File: src/rtl/haz_pkg.sv
// Shared types for the ID-stage hazard controller: forward-select encoding and stage slot layout.
// Slot dest width is fixed here; the controller's REG_AW must agree with HAZ_REG_AW.
package haz_pkg;

    localparam int HAZ_REG_AW = 5;

    localparam logic [1:0] HAZ_FWD_RF = 2'd0;
    localparam logic [1:0] HAZ_FWD_EX = 2'd1;
    localparam logic [1:0] HAZ_FWD_ME = 2'd2;
    localparam logic [1:0] HAZ_FWD_WB = 2'd3;

    typedef struct packed {
        logic                  v;
        logic [HAZ_REG_AW-1:0] dest;
        logic                  we;
        logic                  ld;
    } haz_slot_t;

    // r0 is hard-wired zero, so it never produces a dependency.
    function automatic logic haz_slot_match(
        input haz_slot_t             slot,
        input logic [HAZ_REG_AW-1:0] addr,
        input logic                  src_use
    );
        return slot.v & slot.we & (slot.dest != '0) & (slot.dest == addr) & src_use;
    endfunction

endpackage

File: src/rtl/haz_stage_slot.sv
// One pipeline-stage tracking slot {v, dest, we, ld}: load wins over clear, otherwise hold.
// Match outputs are combinational from the registered slot against the two ID source operands.
module haz_stage_slot
    import haz_pkg::*;
(
    input  logic                  clk,
    input  logic                  resetn,
    input  logic                  i_load,
    input  logic                  i_clear,
    input  haz_slot_t             i_din,
    input  logic [HAZ_REG_AW-1:0] i_rj_addr,
    input  logic                  i_rj_use,
    input  logic [HAZ_REG_AW-1:0] i_rkd_addr,
    input  logic                  i_rkd_use,
    output haz_slot_t             o_slot,
    output logic                  o_match_rj,
    output logic                  o_match_rkd
);

    haz_slot_t r_slot;

    always_ff @(posedge clk or negedge resetn) begin
        if (!resetn) begin
            r_slot <= '0;
        end else if (i_load) begin
            r_slot <= i_din;
        end else if (i_clear) begin
            r_slot.v <= 1'b0;
        end
    end

    assign o_slot      = r_slot;
    assign o_match_rj  = haz_slot_match(r_slot, i_rj_addr, i_rj_use);
    assign o_match_rkd = haz_slot_match(r_slot, i_rkd_addr, i_rkd_use);

endmodule

File: src/rtl/id_hazard_ctrl.sv
// ID-stage load-use stall and EX/ME/WB forward-select controller; outputs are 0-cycle combinational.
// Optional perf counters (stall cycles, issues) are built only when HAZ_PERF_CNT_EN is defined.
module id_hazard_ctrl
    import haz_pkg::*;
#(
    parameter int REG_AW = HAZ_REG_AW,
    parameter int CNT_W  = 32
) (
    input  logic              clk,
    input  logic              resetn,
    input  logic              id_issue,
    input  logic [REG_AW-1:0] id_dest,
    input  logic              id_gr_we,
    input  logic              id_is_load,
    input  logic              ex_fire,
    input  logic              me_fire,
    input  logic              wb_retire,
    input  logic              id_valid,
    input  logic [REG_AW-1:0] rj_addr,
    input  logic              rj_use,
    input  logic [REG_AW-1:0] rkd_addr,
    input  logic              rkd_use,
    output logic              ld_stall,
    output logic [1:0]        fwd_sel_rj,
    output logic [1:0]        fwd_sel_rkd,
    output logic [CNT_W-1:0]  perf_stall_cnt,
    output logic [CNT_W-1:0]  perf_issue_cnt
);

    haz_slot_t w_ex_din;
    haz_slot_t w_ex_slot;
    haz_slot_t w_me_slot;
    haz_slot_t w_wb_slot;
    logic      w_ex_m_rj, w_ex_m_rkd;
    logic      w_me_m_rj, w_me_m_rkd;
    logic      w_wb_m_rj, w_wb_m_rkd;
    logic      w_unused_wb;

    assign w_ex_din = '{v: 1'b1, dest: id_dest, we: id_gr_we, ld: id_is_load};

    // Each stage copies its upstream neighbour's current contents, so a full shift is one edge.
    haz_stage_slot u_ex_slot (
        .clk(clk), .resetn(resetn),
        .i_load(id_issue), .i_clear(ex_fire), .i_din(w_ex_din),
        .i_rj_addr(rj_addr), .i_rj_use(rj_use), .i_rkd_addr(rkd_addr), .i_rkd_use(rkd_use),
        .o_slot(w_ex_slot), .o_match_rj(w_ex_m_rj), .o_match_rkd(w_ex_m_rkd)
    );

    haz_stage_slot u_me_slot (
        .clk(clk), .resetn(resetn),
        .i_load(ex_fire), .i_clear(me_fire), .i_din(w_ex_slot),
        .i_rj_addr(rj_addr), .i_rj_use(rj_use), .i_rkd_addr(rkd_addr), .i_rkd_use(rkd_use),
        .o_slot(w_me_slot), .o_match_rj(w_me_m_rj), .o_match_rkd(w_me_m_rkd)
    );

    haz_stage_slot u_wb_slot (
        .clk(clk), .resetn(resetn),
        .i_load(me_fire), .i_clear(wb_retire), .i_din(w_me_slot),
        .i_rj_addr(rj_addr), .i_rj_use(rj_use), .i_rkd_addr(rkd_addr), .i_rkd_use(rkd_use),
        .o_slot(w_wb_slot), .o_match_rj(w_wb_m_rj), .o_match_rkd(w_wb_m_rkd)
    );

    assign w_unused_wb = ^w_wb_slot;

    // Youngest producer wins: EX > ME > WB > regfile.
    always_comb begin
        fwd_sel_rj = HAZ_FWD_RF;
        if (w_ex_m_rj)      fwd_sel_rj = HAZ_FWD_EX;
        else if (w_me_m_rj) fwd_sel_rj = HAZ_FWD_ME;
        else if (w_wb_m_rj) fwd_sel_rj = HAZ_FWD_WB;
    end

    always_comb begin
        fwd_sel_rkd = HAZ_FWD_RF;
        if (w_ex_m_rkd)      fwd_sel_rkd = HAZ_FWD_EX;
        else if (w_me_m_rkd) fwd_sel_rkd = HAZ_FWD_ME;
        else if (w_wb_m_rkd) fwd_sel_rkd = HAZ_FWD_WB;
    end

    // Load data only exists from ME onward, so only a load still in EX forces a bubble.
    assign ld_stall = id_valid & (w_ex_m_rj | w_ex_m_rkd) & w_ex_slot.ld;

`ifdef HAZ_PERF_CNT_EN
    logic [CNT_W-1:0] r_stall_cnt;
    logic [CNT_W-1:0] r_issue_cnt;

    always_ff @(posedge clk or negedge resetn) begin
        if (!resetn) begin
            r_stall_cnt <= '0;
            r_issue_cnt <= '0;
        end else begin
            if (ld_stall) r_stall_cnt <= r_stall_cnt + CNT_W'(1);
            if (id_issue) r_issue_cnt <= r_issue_cnt + CNT_W'(1);
        end
    end

    assign perf_stall_cnt = r_stall_cnt;
    assign perf_issue_cnt = r_issue_cnt;
`else
    assign perf_stall_cnt = '0;
    assign perf_issue_cnt = '0;
`endif

    a_no_issue_on_stall: assert property (@(posedge clk) disable iff (!resetn)
        !(id_issue && ld_stall));
    a_ex_fire_valid: assert property (@(posedge clk) disable iff (!resetn)
        ex_fire |-> w_ex_slot.v);
    a_me_fire_valid: assert property (@(posedge clk) disable iff (!resetn)
        me_fire |-> w_me_slot.v);

endmodule

File: config.mk
export PLATFORM = sky130hd
export DESIGN_NAME = id_hazard_ctrl
export DESIGN_NICKNAME = d
export VERILOG_FILES = /design/src/rtl/haz_pkg.sv /design/src/rtl/haz_stage_slot.sv /design/src/rtl/id_hazard_ctrl.sv
export SDC_FILE = /design/constraint.sdc
export NUM_CORES = 1
export LEC_CHECK = 0
export ABC_AREA = 1
export ABC_CLOCK_PERIOD_IN_PS = 1000
export CORE_ASPECT_RATIO = 0.7
export CORE_MARGIN = 3
export CORE_UTILIZATION = 25
export CTS_BUF_LIST = sky130_fd_sc_hd__clkbuf_2 sky130_fd_sc_hd__clkbuf_4 sky130_fd_sc_hd__clkbuf_8
export DETAILED_ROUTE_END_ITERATION = 6
export PLACE_DENSITY = 0.57
export SLEW_MARGIN = 20
export SYNTH_ARGS = -nofsm -noshare
export SYNTH_HDL_FRONTEND = slang
export SYNTH_SLANG_ARGS = --single-unit
File: constraint.sdc
create_clock -name clk -period 1 [get_ports clk]
set_clock_uncertainty 0.05 [all_clocks]
set_input_delay 0.1 -clock clk [delete_from_list [all_inputs] [get_ports clk]]
set_output_delay 0.1 -clock clk [all_outputs]
set_load 0.01 [all_outputs]
==> results.toml <==
[status]
status = "complete, but fails checks"
failed_checks = "setup timing"

[pwr]
seqPwrFrac_pct = 36.1
leakage_nw = 1.43
p_comb_share_pct = 36.4
p_clk_share_pct = 27.6
power_mw = 3.07
pwr_density_cell_nw_per_um2 = 1150
p_switching_mw = 1.03
p_int_mw = 2.04
p_sw_share_pct = 33.7
peakVddDrop_mv = 0.759

[yosys]
synth.distinct_cells = 24
avgSynthCellArea_um2 = 6.59
yosys-top-cells-area = "dfrtp_1 (28%), buf_4 (24%), nand2_1 (17%)"
synth-seq-area-share_pct = 27.9
synth_top_area_share_pct = 27.9
synth.yosys.warnings = 0
synth_area_leader_cell = "dfrtp_1"
syn_inst = 299
syn_area_um2 = 1970
ys_ff_latch = 22

[clock_tree]
clkSlewWorstSetupHoldPaths_ps = 80
cts_hold_buf = 0
cts_made_buffers = 3
cts.sinks = 22
h-tree-depth = 1
cts_tree = "built"
cts_max_path_buffers = 2
cts_root_buf = "clkbuf_8"
insertion_delay_ps = 270

[setup_path]
startpoint_type = "input pin"
cp_max_fo = 5
cpMostUsedCell = "nand2_1"
critical_path_buf_inv_count = 3
rr_worst_depth = 5
end_kind = "primary output"
critical_path_class = "in -> out"
slowest_delay_ps = 630
path_delay_family = "buffers and inverters"
cp_slowest_cell = "clkdlybuf4s50_1"
cp.required_ps = 850
cp_data_arrival_time_ps = 1530
cp.depth = 10
crit_chain = "clkdlybuf4s50_1 -> inv_1 -> nand2_1 -> nand2_1 -> nor2_1 -> nand2_1 -> nor3_2 -> nand2_2 -> nand2_2 -> buf_6"

[final_layout]
fin_nets = 397
diodes = 0
drive_gt1_share_pct = 32.7
fin_area_um2 = 2670
instances_no_fill = 468
area_growth_pct = 35.2

[sta]
fmaxAchievable_ghz = 0.596
rsz0062_at_grt = "true"
final_hold_viol_count = 0
min_period_over_period_pct = 168
period_needed_ps = 1680
worst_slack_ps = -677
final-setup-viol-count = 6
drv_slew = 0

[detailed_routing]
drt_pass1_iterations = 4
route.detailed.drc = 0
ant_nets = 0
viasPerCell = 4.04
num_vias = 1892
drtIter0Drc = 117
routed_wl_um = 5520
wl_per_cell_um = 11.8

[floorplanning]
die_w_um = 112
rows = 26
ios = 95
start_util_pct = 26.3
die_h_um = 80.3
die-area_um2 = 9000
core_area_um2 = 7480

[global_routing]
gr-total-overflow = 0
grt_pass1_vias = 1761
grt_pass1_wl_um = 8310
antenna_found_initial = 0
grt_max_degree = 23
grt_usage_pct = 11.4

[placed_design]
io_buffers = 30
post_dp_cell_area_um2 = 2360
gp_congestion = 0.948
dp_hpwl_um = 4270
dp.cells = 447

[min_path]
hold_path.class = "in -> async"

[run]
maxCapViolations = 0
## registers in the layout, summed over array words and instances (netlist names)
register,flops
u_ex_slot.o_slot,8
u_me_slot.o_slot,7
u_wb_slot.o_slot,7
## power groups by stage
stage	Combinational [mW]	Clock (mW)	Sequential, mW
detailed placement	0.891	0	1.11
global placement	0.880	0	1.11
finish	1.12	0.846	1.11
global route	1.24	0.913	1.12
CTS	0.980	0.866	1.09
floorplan	0.685	0	1.08
## area by class of cell
class | count | area (µm²)
clock buffer | 3 | 41.3
clock inverter | 1 | 30.0
fill | 802 | 4820
inverter | 35 | 131
multi-input combinational | 238 | 1140
sequential | 22 | 559
tap | 98 | 123
timing repair buffer | 71 | 643
## cells in the mapped netlist
library cell,instances
nand3_2,1
xnor2_1,2
a22o_1,1
nand3_1,11
mux2_2,2
nand4_1,2
inv_2,14
o22ai_1,1
o21ai_0,18
conb_1,1
nand2_1,91
a21oi_2,2
nor2_2,5
xor2_1,1
nor2_1,25
o21bai_1,1
a21oi_1,4
inv_1,21
nor3_2,2
a21boi_1,2
buf_4,64
dfrtp_1,22
clkbuf_1,3
o21ai_1,3
## metrics by stage
stage          hold WS (ps)  TNS (ps)  utilization, %  setup WS [ps]
2_1_floorplan          -246      -606               -           -146
3_3_place_gp            425     -6380            31.5          -1050
3_5_place_dp            417     -6610            31.5          -1070
4_1_cts                 138     -3810            33.8           -668
5_1_grt                 140     -3980            35.6           -789
6_report                126     -3330            35.6           -677
## logic make-up (layout without fill, tap and decap cells)
logic type	Yosys count	after routing	share of synthesized area (%)
compound gates	32	32	9.14
simple gates	137	137	28.6
other cells	1	64	0.190
flops	22	22	27.9
buf+inv	102	110	31.6
mux	2	2	1.14
xor+xnor	3	3	1.33
## placed cells by master, fill, tap and decap left out, types with 2 or more instances in the layout
| cell | Yosys | final |
|---|---|---|
| nand2_2 | 0 | 12 |
| o21ai_0 | 18 | 8 |
| buf_6 | 0 | 10 |
| nand4_1 | 2 | 2 |
| inv_1 | 21 | 14 |
| nand3_2 | 1 | 3 |
| conb_1 | 1 | 64 |
| o21ai_2 | 0 | 6 |
| dlygate4sd2_1 | 0 | 4 |
| dfrtp_1 | 22 | 15 |
| buf_2 | 0 | 4 |
| dfrtp_2 | 0 | 7 |
| buf_12 | 0 | 2 |
| mux2_2 | 2 | 2 |
| clkbuf_8 | 0 | 3 |
| nor3_2 | 2 | 2 |
| o21ai_1 | 3 | 7 |
| inv_2 | 14 | 21 |
| buf_4 | 64 | 30 |
| a21oi_1 | 4 | 2 |
| nor2_2 | 5 | 11 |
| nand2_1 | 91 | 78 |
| clkdlybuf4s50_1 | 0 | 21 |
| nand3_1 | 11 | 9 |
| nor2_1 | 25 | 19 |
| a21oi_2 | 2 | 4 |
## path summary, 6_finish.rpt
kind / start / end / slack [ps]
max in group asynchronous: resetn / u_me_slot.o_slot[2]$_DFFE_PN0P_ / 610
worst max-delay path: rj_addr[0] / fwd_sel_rj[0] / -680
worst min-delay path: resetn / u_wb_slot.o_slot[4]$_DFFE_PN0P_ / 130
worst min register to register: u_ex_slot.o_slot[0]$_DFFE_PN0P_ / u_ex_slot.o_slot[0]$_DFFE_PN0P_ / 480
worst max register to register: u_me_slot.o_slot[3]$_DFFE_PN0P_ / u_wb_slot.o_slot[3]$_DFFE_PN0P_ / -40
min in group clk: id_dest[0] / u_ex_slot.o_slot[2]$_DFFE_PN0P_ / 310
## metal layers
| metal | share of wire, % | track usage, % | wire length, µm |
|---|---|---|---|
| met5 | 0 | 0 | 0 |
| met4 | 1.1 | 1.20 | 59 |
| met3 | 9.2 | 2.26 | 507 |
| met2 | 47 | 19.1 | 2600 |
| met1 | 43 | 15.8 | 2360 |
## what timing repair did
action,4_1_cts,5_1_grt
pin swaps,12,23
buffers inserted,13,13
endpoints found under the setup margin,5,10
gates resized for setup,41,43
(Power assumes the default switching activity.)
